$ cat config.mk
export PLATFORM = sky130hd
export DESIGN_NAME = bb1_port_sched
export DESIGN_NICKNAME = d
export VERILOG_FILES = /design/src/rtl/bb1_port_sched.sv
export SDC_FILE = /design/constraint.sdc
export NUM_CORES = 1
export LEC_CHECK = 0
export ABC_CLOCK_PERIOD_IN_PS = 10100
export CAP_MARGIN = 20
export CORE_MARGIN = 10
export CORE_UTILIZATION = 50
export CTS_BUF_LIST = sky130_fd_sc_hd__clkbuf_4 sky130_fd_sc_hd__clkbuf_8 sky130_fd_sc_hd__clkbuf_16
export CTS_CLUSTER_DIAMETER = 80
export DETAILED_ROUTE_END_ITERATION = 16
export GPL_TIMING_DRIVEN = 1
export PLACE_DENSITY = 0.84
export SLEW_MARGIN = 15
export SYNTH_ARGS = -nofsm -noshare
export SYNTH_HDL_FRONTEND = slang
export SYNTH_SLANG_ARGS = --single-unit
$ cat constraint.sdc
create_clock -name clk -period 10.1 [get_ports clk]
set_input_delay 1.01 -clock clk [delete_from_list [all_inputs] [get_ports clk]]
set_output_delay 1.01 -clock clk [all_outputs]
set_load 0.02 [all_outputs]
$ cat src/rtl/bb1_port_sched.sv
// Cycle scheduler for one K1802BB1 4x4 multiport register RAM: rotating-priority
// conflict-free grants, registered active-low port controls, read data two cycles after grant.
module bb1_port_sched (
  input  logic        clk,
  input  logic        reset,
  input  logic [3:0]  req_valid,
  input  logic [3:0]  req_write,
  input  logic [7:0]  req_addr,
  input  logic [15:0] req_wdata,
  output logic [3:0]  req_ready,
  output logic [3:0]  rsp_valid,
  output logic [15:0] rsp_rdata,
  output logic [3:0]  nEC,
  output logic [3:0]  nW,
  output logic [3:0]  nR,
  output logic [7:0]  ADDR,
  output logic [15:0] nDO,
  input  logic [15:0] nDI,
  output logic        nCI
);

  logic [1:0]  ptr_q, ptr_d;
  logic [3:0]  grant;
  logic [3:0]  wr_busy, rd_busy;
  logic [1:0]  idx, reg_sel;
  logic [1:0]  addr_arr [4];

  logic [3:0]  nec_q, nec_d;
  logic [3:0]  nw_q, nw_d;
  logic [3:0]  nr_q, nr_d;
  logic [7:0]  addr_q, addr_d;
  logic [15:0] ndo_q, ndo_d;
  logic [3:0]  rd_pend_q, rd_pend_d;
  logic [3:0]  rsp_valid_q, rsp_valid_d;
  logic [15:0] rsp_rdata_q, rsp_rdata_d;

  always_comb begin
    for (int unsigned i = 0; i < 4; i++) begin
      addr_arr[i] = req_addr[2*i +: 2];
    end
  end

  // Visit requesters from ptr; a register already written this cycle blocks
  // everything, one already read blocks only writes.
  always_comb begin
    grant   = '0;
    wr_busy = '0;
    rd_busy = '0;
    ptr_d   = ptr_q;
    idx     = '0;
    reg_sel = '0;
    if (!reset) begin
      for (int unsigned k = 0; k < 4; k++) begin
        idx     = ptr_q + 2'(k);
        reg_sel = addr_arr[idx];
        if (req_valid[idx]) begin
          if (req_write[idx]) begin
            if (!wr_busy[reg_sel] && !rd_busy[reg_sel]) begin
              grant[idx]       = 1'b1;
              wr_busy[reg_sel] = 1'b1;
              ptr_d            = idx + 2'd1;
            end
          end else if (!wr_busy[reg_sel]) begin
            grant[idx]       = 1'b1;
            rd_busy[reg_sel] = 1'b1;
            ptr_d            = idx + 2'd1;
          end
        end
      end
    end
  end

  always_comb begin
    nec_d       = '1;
    nw_d        = '1;
    nr_d        = '1;
    addr_d      = addr_q;
    ndo_d       = '1;
    rd_pend_d   = grant & ~req_write;
    rsp_valid_d = rd_pend_q;
    rsp_rdata_d = rsp_rdata_q;
    for (int unsigned i = 0; i < 4; i++) begin
      if (grant[i]) begin
        nec_d[i]        = 1'b0;
        addr_d[2*i +: 2] = addr_arr[i];
        if (req_write[i]) begin
          nw_d[i]          = 1'b0;
          ndo_d[4*i +: 4]  = ~req_wdata[4*i +: 4];
        end else begin
          nr_d[i] = 1'b0;
        end
      end
      if (rd_pend_q[i]) begin
        rsp_rdata_d[4*i +: 4] = ~nDI[4*i +: 4];
      end
    end
  end

  always_ff @(posedge clk) begin
    if (reset) begin
      ptr_q       <= '0;
      nec_q       <= '1;
      nw_q        <= '1;
      nr_q        <= '1;
      addr_q      <= '0;
      ndo_q       <= '1;
      rd_pend_q   <= '0;
      rsp_valid_q <= '0;
      rsp_rdata_q <= '0;
    end else begin
      ptr_q       <= ptr_d;
      nec_q       <= nec_d;
      nw_q        <= nw_d;
      nr_q        <= nr_d;
      addr_q      <= addr_d;
      ndo_q       <= ndo_d;
      rd_pend_q   <= rd_pend_d;
      rsp_valid_q <= rsp_valid_d;
      rsp_rdata_q <= rsp_rdata_d;
    end
  end

  assign req_ready = grant;
  assign rsp_valid = rsp_valid_q;
  assign rsp_rdata = rsp_rdata_q;
  assign nEC       = nec_q;
  assign nW        = nw_q;
  assign nR        = nr_q;
  assign ADDR      = addr_q;
  assign nDO       = ndo_q;
  assign nCI       = 1'b0;

endmodule

==> results of run 1 <==
[sequential cells by signal, summed over array words and instances, names as in the netlist]
signal / count
nDO: 16
rsp_rdata: 16
ADDR: 8
nEC: 4
nR: 4
nW: 4
rd_pend_q: 4
rsp_valid: 4
ptr_q: 2
[worst min path at each step]
stage                        from       endpoint  slack [ns]  cells after the start
finish                    ADDR[5]        ADDR[5]        0.48                      2
global route        rsp_rdata[10]  rsp_rdata[10]        0.51                      2
detailed placement        ADDR[0]        ADDR[0]        0.47                      2
CTS                       ADDR[5]        ADDR[5]        0.48                      2
global placement          ADDR[0]        ADDR[0]        0.46                      2
floorplan                 ADDR[1]        ADDR[1]        0.55                      2
[per-stage QoR]
step | hold WS [ns] | worst slack (ns) | area, um2 | power (mW)
floorplan | 0.549 | 5.69 | 3410 | 1.02
global placement | 0.463 | 4.30 | 4490 | 1.29
detailed placement | 0.467 | 4.05 | 4490 | 1.30
CTS | 0.483 | 3.68 | 4680 | 1.51
global route | 0.511 | 3.28 | 4680 | 1.61
finish | 0.477 | 3.66 | 4680 | 1.52
[layout make-up]
class	instances	area [um2]
tap	80	100
clock inverter	7	72.6
inverter	8	30.0
sequential	62	1240
timing repair buffer	109	1090
clock buffer	9	124
fill	482	2040
multi-input combinational	254	2030
[worst max-delay path, cell delays in order (launching register included)]
cell and delay, ns:
dfxtp_1 1.00, inv_1 0.25, ha_1 0.69, mux4_2 0.52
xor2_1 0.31, nor3b_1 0.11, o32ai_1 0.52, or2_0 0.45
o2111ai_1 0.27, o211a_4 0.23, nor2_1 0.09, clkdlybuf4s50_1 0.64
[cell usage after synthesis (all sizes together) (6+ instances only)]
master / count
dfxtp: 62
nor2: 26
a211oi: 23
nand3: 23
nand2: 21
nand2b: 21
mux4: 15
nor2b: 13
clkbuf: 12
buf: 11
mux2i: 11
inv: 8
o211ai: 8
nor3: 6
o211a: 6
[cells by family (layout without fill, tap and decap cells)]
family | after synthesis | after routing | synth area share (%)
buffers and inverters | 31 | 133 | 4.07
AOI/OAI and AO/OA | 71 | 71 | 18.9
xor gates and xnor gates | 7 | 7 | 1.80
DFF | 62 | 62 | 36.4
other | 1 | 1 | 0.110
muxes | 29 | 29 | 14.2
and+or+nand+nor | 142 | 142 | 23.0
adders and majority gates | 4 | 4 | 1.47
[metal layers]
metal	wire length (um)	global-route usage, %
met5	0	0
met4	186	6.29
met3	936	6.30
met2	5060	31.2
met1	3990	22.1
[cells in the final DEF (no fill, tap or decap), drive strengths merged, types with 5 or more instances in the layout]
| master | Yosys | routed |
|---|---|---|
| o211a | 6 | 6 |
| clkdlybuf4s50 | 0 | 108 |
| o2111ai | 5 | 5 |
| inv | 8 | 9 |
| nor2 | 26 | 26 |
| clkbuf | 12 | 9 |
| dfxtp | 62 | 62 |
| nor3 | 6 | 6 |
| nor2b | 13 | 13 |
| nand3 | 23 | 23 |
| mux4 | 15 | 15 |
| nand2 | 21 | 21 |
| o211ai | 8 | 8 |
| xnor2 | 5 | 5 |
| a211oi | 23 | 23 |
| nand2b | 21 | 21 |
| mux2i | 11 | 11 |
[report_power, final]
part	internal, mW	leakage [nW]	total [mW]	switching, mW
Clock	0.114	0.0956	0.215	0.101
Sequential	0.315	0.508	0.369	0.0543
Combinational	0.411	1.06	0.936	0.525
==> metrics.csv, run 1 <==
stage;metric;value;unit
drt;drt_iter0_drc;320;
clock_network;cts_tree;yes;
synth;ys.flop_type;dfxtp_1;
timing;min_period;6.44;ns
die;io-pin-count;111;
clock_network;clockBufferDepth;2;
power_and_ir_drop;power_density;325;mW/mm2
timing;finalClockSkew;0.0112;ns
setup_path;r2r_end;nDO[8];
layout;syn2layout_area_growth;37.4;%
drt;ant_nets;0;
placement;placed_cells;513;
global_routing;antenna_found_initial;0;
die;dieHeight;103;um
timing;tightest_slew;1.02;ns
setup_path;crit_end;req_ready[0];
clock_network;htreeDepth;3;
power_and_ir_drop;leakage;1.67;nW
clock_network;clock-sinks;62;
timing;hold_viol;0;
timing;setup_viol;0;
die;initial_utilization;50.7;%
setup_path;r2r_slack;5.29;ns
synth;synth_area_leaders;dfxtp_1 (36%), mux4_2 (9.3%), a211oi_1 (4.4%);
clock_network;clk_latency;0.35;ns
synth;syn_inst;347;
setup_path;cp.required;9.09;ns
clock_network;clkTransAtPathRegs;0.07;ns
timing;relSlewSlack;31.8;%
synth;ys_ff_latch;62;
setup_path;startpoint_type;flip-flop;
layout;stdcell_count;529;
synth;synth_edf_count;0;
clock_network;root_buffer;clkbuf_8;
layout;antenna_cells;0;
timing;fin_crit_sh;63.8;%
clock_network;ctsHoldBuffers;0;
setup_path;crit_start;ptr_q[0];
run;maxCapViolations;0;
synth;syn-cell-area;0.00341;mm2
setup_path;r2r_cells;10;
synth;synth_top_area_share;36.4;%
synth;synth_fp_nets;401;
worst_hold_path;min-delay-path-class;reg2reg;
power_and_ir_drop;peakVddDrop;0.217;mV
layout;drive_gt1_share;10.7;%
placement;finalWeightedCongestion;0.957;
timing;grt_setup_unrepaired;no;
drt;drc;0;
drt;routedWlPerCell;19.2;um
clock_network;ctsResizeCount;0;
die;coreArea;0.00672;mm2
global_routing;grt_pass1_wl;15400;um
setup_path;path_max_fanout;22;
drt;routed_wl;10200;um
synth;synth_warnings;0;
synth;async_flop_share;0;%
outcome;status;finished clean;
setup_path;r2r_start;ptr_q[0];
clock_network;cts_inserted_buffers;9;
layout;final_util;69.7;%
synth;avgSynthCellArea;9.82;um2
die;die_area;0.0105;mm2
timing;tns;0;ns
drt;drt_first_pass_iters;7;
clock_network;post-cts-setup-buffers;0;
timing;drv_slew;0;
global_routing;grt_pass1_vias;2906;
setup_path;crit_arrival;5.43;ns
placement;port_buffers;109;
die;die_w;103;um
global_routing;grt_use_total;18.8;%
drt;num_vias;3124;
drt;post_drt_via_cell_ratio;5.91;
layout;nNetsFinal;498;
global_routing;grt_max_degree;60;
timing;fmax;0.155;GHz
synth;yosysSeqAreaShare;36.4;%
placement;place.detailed.hpwl;7750;um
die;rows;30;
setup_path;path_class;reg2out;
synth;synth_area_leader_cell;dfxtp_1;
synth;synth_cell_types;60;
global_routing;gr-total-overflow;0;
setup_path;end_kind;primary output;
No activity file was read; power rests on OpenSTA's default activity.
==> run 2: changes to the inputs <==
- ABC_CLOCK_PERIOD_IN_PS: 10100 -> 5890
- CORE_UTILIZATION: 50 -> 42
- PLACE_DENSITY: 0.84 -> 0.75
- clock period: 10.1 -> 5.89 ns (I/O delays scaled with it)
==> metrics.csv, run 2 (synthesized netlist as in run 1, its figures left out) <==
stage;metric;value;unit;change
outcome;status;finished clean;;
global_routing;grt_pass1_wl;15800;um;+3.0%
global_routing;antenna_found_initial;0;;unchanged
die;initial_utilization;43.7;%;-7.1 points
drt;routedWlPerCell;18.6;um;-3.1%
layout;seqCellArea;0.00124;mm2;unchanged
placement;port_buffers;109;;unchanged
placement;finalWeightedCongestion;0.944;;-1.4%
layout;antenna_cells;0;;unchanged
global_routing;grt_use_total;16.5;%;-2.2 points
worst_hold_path;whs_path_depth;2;;unchanged
layout;multi_input_area;0.00203;mm2;unchanged
clock_network;clk_latency;0.34;ns;about the same
power_and_ir_drop;leakage;1.67;nW;about the same
clock_network;post-cts-setup-buffers;0;;unchanged
run;maxCapViolations;0;;unchanged
layout;final_common_cell;clkdlybuf4s50_1;;
timing;setup_viol;0;;unchanged
timing;finalClockSkew;0.00379;ns;-0.00745 ns
timing;tns;0;ns;unchanged
power_and_ir_drop;pwr-share-clk;13.9;%;-0.2 points
clock_network;ctsResizeCount;0;;unchanged
timing;tightest_slew;0.908;ns;-0.113 ns
drt;routed_wl;10300;um;+1.1%
clock_network;cts_inserted_buffers;9;;unchanged
layout;fillers;649;;+35%
power_and_ir_drop;p_sw_share;44.2;%;-0.59 points
global_routing;grt_pass1_vias;3073;;+5.7%
setup_path;cp.required;5.30;ns;-3.79 ns
die;rows;32;;+6.7%
setup_path;path_max_fanout;15;;-32%
drt;post_drt_via_cell_ratio;5.65;;-4.4%
clock_network;root_buffer;clkbuf_8;;
timing;relSlewSlack;39.5;%;+7.6 points
power_and_ir_drop;seqPwrFrac;23.8;%;-0.5 points
layout;nNetsFinal;499;;+0.20%
setup_path;path_class;reg2out;;
clock_network;cts_tree;yes;;
layout;drive_gt1_share;10.9;%;+0.20 points
timing;fmax;0.182;GHz;
timing;grt_setup_unrepaired;no;;
power_and_ir_drop;switchingPower;1.14;mW;+68%
drt;drc;0;;unchanged
global_routing;gr-total-overflow;0;;unchanged
timing;drv_slew;0;;unchanged
layout;final_cell_mix;clkdlybuf4s50_1 (108), dfxtp_1 (62), nor2_1 (26);;
die;coreArea;0.00781;mm2;+16%
setup_path;end_kind;primary output;;
timing;min_period;5.49;ns;
setup_path;worstPathCellList;inv_1 > ha_1 > mux4_2 > xor2_1 > nor3b_1 > o32ai_1 > or2_0 > o2111ai_1 > o211a_4 > nor2_1 > clkdlybuf4s50_1;;
setup_path;cp_slowest_cell;dfxtp_1;;
clock_network;clkTransAtPathRegs;0.07;ns;about the same
setup_path;startpoint_type;flip-flop;;
setup_path;r2r_cells;10;;unchanged
power_and_ir_drop;combPwrFrac;62.3;%;+0.7 points
worst_hold_path;min-delay-path-class;reg2reg;;
die;die_w;110;um;+7.3%
clock_network;ctsHoldBuffers;0;;unchanged
setup_path;cp_top_family;compound AO/OA/AOI/OAI gates;;
setup_path;slowest_delay;0.65;ns;-0.35 ns
die;dieHeight;110;um;+7.3%
drt;drt_iter0_drc;206;;-36%
layout;syn2layout_area_growth;38.3;%;
power_and_ir_drop;p_int;1.44;mW;+72%
placement;place.detailed.hpwl;7870;um;+1.5%
setup_path;crit_cells;11;;unchanged
setup_path;crit_arrival;4.90;ns;-0.53 ns
setup_path;crit_buf_inv;2;;unchanged
die;io-pin-count;111;;unchanged
timing;whs;0.482;ns;+0.00555 ns
global_routing;grt_max_degree;60;;unchanged
die;die_area;0.0121;mm2;+15%
timing;fin_crit_sh;93.2;%;
drt;drt_first_pass_iters;4;;-3
clock_network;clockBufferDepth;2;;unchanged
power_and_ir_drop;power_density;549;mW/mm2;+69%
clock_network;clock-sinks;62;;unchanged
drt;ant_nets;0;;unchanged
power_and_ir_drop;peakVddDrop;0.304;mV;+40%
drt;num_vias;3117;;-0.22%
timing;hold_viol;0;;unchanged
clock_network;htreeDepth;3;;unchanged
[run 2: changes by cell type in the layout (fill, tap and decap cells not counted)]
cell        before  now
clkbuf_4         0    1
clkinv_4         1    0
buf_4            0    1
clkinvlp_4       2    3
inv_6            1    0
[run 2: cell type report]
cell class              instances  share of cell area [%]
clock inverters                 6                    1.33
multi-input cells             254                    43.0
well taps                     102                    2.71
repair buffers                110                    23.2
flip-flops and latches         62                    26.3
inverters                       8                   0.637
clock buffers                  10                    2.79
[run 2: tightest hold or removal path, stage by stage, from the launching register on]
cell	delay [ns]
dfxtp_1	0.31
nor2_1	0.08
a211oi_1	0.05
[run 2: stage by stage]
stage	cells	utilization (%)	instance area (um2)	power, mW	setup WS [ns]
final	552	60.4	4710	2.59	0.401
after global routing	552	60.4	4710	2.75	0.0795
after CTS	552	60.4	4710	2.60	0.426
after detailed placement	536	57.9	4520	2.22	0.820
after global placement	536	57.9	4520	2.21	0.949
after floorplan	347	-	3410	1.74	1.90
[run 2: routing by layer]
metal / routed length (um) / track usage [%] / vias to the layer above
li1: - / - / 1495
met1: 4150 / 19.2 / 1475
met2: 5060 / 27.9 / 132
met3: 887 / 5.28 / 15
met4: 187 / 6.23 / 0
met5: 0 / 0 / -
[run 2: power by group through the flow]
| stage | Combinational (mW) | Sequential, mW | Clock (mW) |
|---|---|---|---|
| after floorplan | 1.02 | 0.724 | 0 |
| after global placement | 1.59 | 0.618 | 0 |
| after detailed placement | 1.60 | 0.621 | 0 |
| after CTS | 1.61 | 0.615 | 0.371 |
| after global routing | 1.74 | 0.630 | 0.385 |
| final | 1.61 | 0.615 | 0.361 |
[run 2: path summary, 6_finish.rpt]
check | start | to | slack [ns]
setup / recovery | ptr_q[1] | req_ready[3] | 0.40
setup reg to reg | ptr_q[1] | nR[3] | 1.63
hold reg to reg | rsp_rdata[7] | rsp_rdata[7] | 0.48
hold / removal | rsp_rdata[7] | rsp_rdata[7] | 0.48
==> run 3: changes to the inputs <==
- ABC_CLOCK_PERIOD_IN_PS: 5890 -> 6900
- CORE_UTILIZATION: 42 -> 40
- PLACE_DENSITY: 0.75 -> 0.69
- clock period: 5.89 -> 6.9 ns (I/O delays scaled with it)
==> metrics.csv, run 3 (synthesized netlist as in run 1, its figures left out) <==
stage;metric;value;unit;change
global_routing;gr-total-overflow;0;;unchanged
timing;tightest_slew;0.914;ns;+0.00617 ns
clock_network;ctsResizeCount;0;;unchanged
setup_path;startpoint_type;flip-flop;;
clock_network;clock-sinks;62;;unchanged
drt;num_vias;3142;;+0.80%
power_and_ir_drop;peakVddDrop;0.296;mV;-2.7%
global_routing;grt_use_total;16.0;%;-0.57 points
run;maxCapViolations;0;;unchanged
timing;tns;0;ns;unchanged
drt;drt_iter0_drc;222;;+7.8%
layout;syn2layout_area_growth;38.7;%;
setup_path;cp_slowest_cell;dfxtp_1;;
clock_network;post-cts-setup-buffers;0;;unchanged
layout;stdcell_count;555;;+0.54%
placement;place.detailed.hpwl;8160;um;+3.7%
layout;final_cell_mix;clkdlybuf4s50_1 (108), dfxtp_1 (62), nor2_1 (26);;
setup_path;slowest_delay;0.67;ns;+0.02 ns
power_and_ir_drop;power_density;473;mW/mm2;-14%
worst_hold_path;min-delay-path-class;reg2reg;;
global_routing;antenna_found_initial;0;;unchanged
die;die_w;112;um;+2.0%
layout;final_common_cell;clkdlybuf4s50_1;;
clock_network;cts_inserted_buffers;9;;unchanged
placement;finalWeightedCongestion;0.877;;-7.1%
timing;drv_slew;0;;unchanged
layout;drive_gt1_share;10.9;%;unchanged
power_and_ir_drop;leakage;1.68;nW;+0.43%
drt;routed_wl;10700;um;+4.3%
setup_path;crit_arrival;4.97;ns;+0.07 ns
clock_network;clockBufferDepth;2;;unchanged
timing;fmax;0.177;GHz;
clock_network;cts_tree;yes;;
timing;min_period;5.66;ns;
setup_path;worstPathCellList;inv_1 > ha_1 > mux4_2 > xor2_1 > nor3b_1 > o32ai_1 > or2_0 > o2111ai_1 > o211a_4 > nor2_1 > clkdlybuf4s50_1;;
outcome;status;finished clean;;
setup_path;path_max_fanout;15;;unchanged
drt;routedWlPerCell;19.3;um;+3.7%
die;dieHeight;112;um;+2.0%
timing;finalClockSkew;0.00811;ns;+0.00432 ns
drt;drt_first_pass_iters;5;;+1
clock_network;clk_latency;0.32;ns;-0.02 ns
layout;nNetsFinal;499;;unchanged
placement;placed_cells;539;;+0.56%
placement;port_buffers;109;;unchanged
die;die_area;0.0126;mm2;+4.1%
timing;fin_crit_sh;82.0;%;
timing;hold_viol;0;;unchanged
die;coreArea;0.00826;mm2;+5.8%
setup_path;end_kind;primary output;;
layout;antenna_cells;0;;unchanged
die;io-pin-count;111;;unchanged
setup_path;cp.required;6.21;ns;+0.91 ns
setup_path;path_class;reg2out;;
global_routing;grt_max_degree;60;;unchanged
timing;grt_setup_unrepaired;no;;
clock_network;clkTransAtPathRegs;0.07;ns;about the same
global_routing;grt_pass1_vias;3050;;-0.75%
clock_network;root_buffer;clkbuf_8;;
drt;post_drt_via_cell_ratio;5.66;;+0.26%
die;initial_utilization;41.3;%;-2.4 points
timing;setup_viol;0;;unchanged
die;rows;33;;+3.1%
global_routing;grt_pass1_wl;16800;um;+6.3%
drt;drc;0;;unchanged
clock_network;ctsHoldBuffers;0;;unchanged
clock_network;htreeDepth;3;;unchanged
timing;relSlewSlack;39.1;%;-0.41 points
drt;ant_nets;0;;unchanged
## run 3: critical path: cells and delay by family, from the launching register on
family	cells	cell delay [ns]
compound gates	3	1.00
xor+xnor	1	0.33
fa+ha+maj	1	0.63
buf+inv	2	0.81
flops	1	0.67
mux	1	0.52
simple gates	3	0.67
## run 3: report_power, final
group | internal [mW] | switching (mW) | leakage [nW]
clock | 0.181 | 0.137 | 0.0990
sequential | 0.461 | 0.0641 | 0.508
combinational | 0.603 | 0.793 | 1.07
## run 3: through the flow
step,total power [mW],hold slack (ns),setup slack [ns],utilization [%],area [um2]
after global routing,2.38,0.500,0.887,57.3,4730
after CTS,2.24,0.483,1.30,57.3,4730
after global placement,1.91,0.462,1.70,54.8,4520
after floorplan,1.49,0.549,2.81,-,3410
after detailed placement,1.91,0.468,1.66,54.8,4520
final,2.24,0.483,1.24,57.3,4730
## run 3: metal layers
| metal | track usage [%] | share of wire (%) |
|---|---|---|
| met1 | 19.9 | 43 |
| met3 | 4.69 | 7.9 |
| met2 | 26.7 | 48 |
| met4 | 3.13 | 0.65 |
| met5 | 0 | 0 |
## run 3: cell type report
type	count	area (um2)
Clock buffer	11	145
Clock inverter	5	58.8
Fill cell	739	3530
Inverter	8	30.0
Multi-Input combinational cell	254	2030
Sequential cell	62	1240
Tap cell	105	131
Timing Repair Buffer	110	1090
## run 3: final timing paths
check	end	from	cells after the start	slack [ns]
hold / removal	ADDR[6]	ADDR[6]	2	0.48
setup reg to reg	nDO[1]	ptr_q[1]	10	2.53
setup / recovery	req_ready[0]	ptr_q[1]	11	1.24
hold reg to reg	ADDR[6]	ADDR[6]	2	0.48
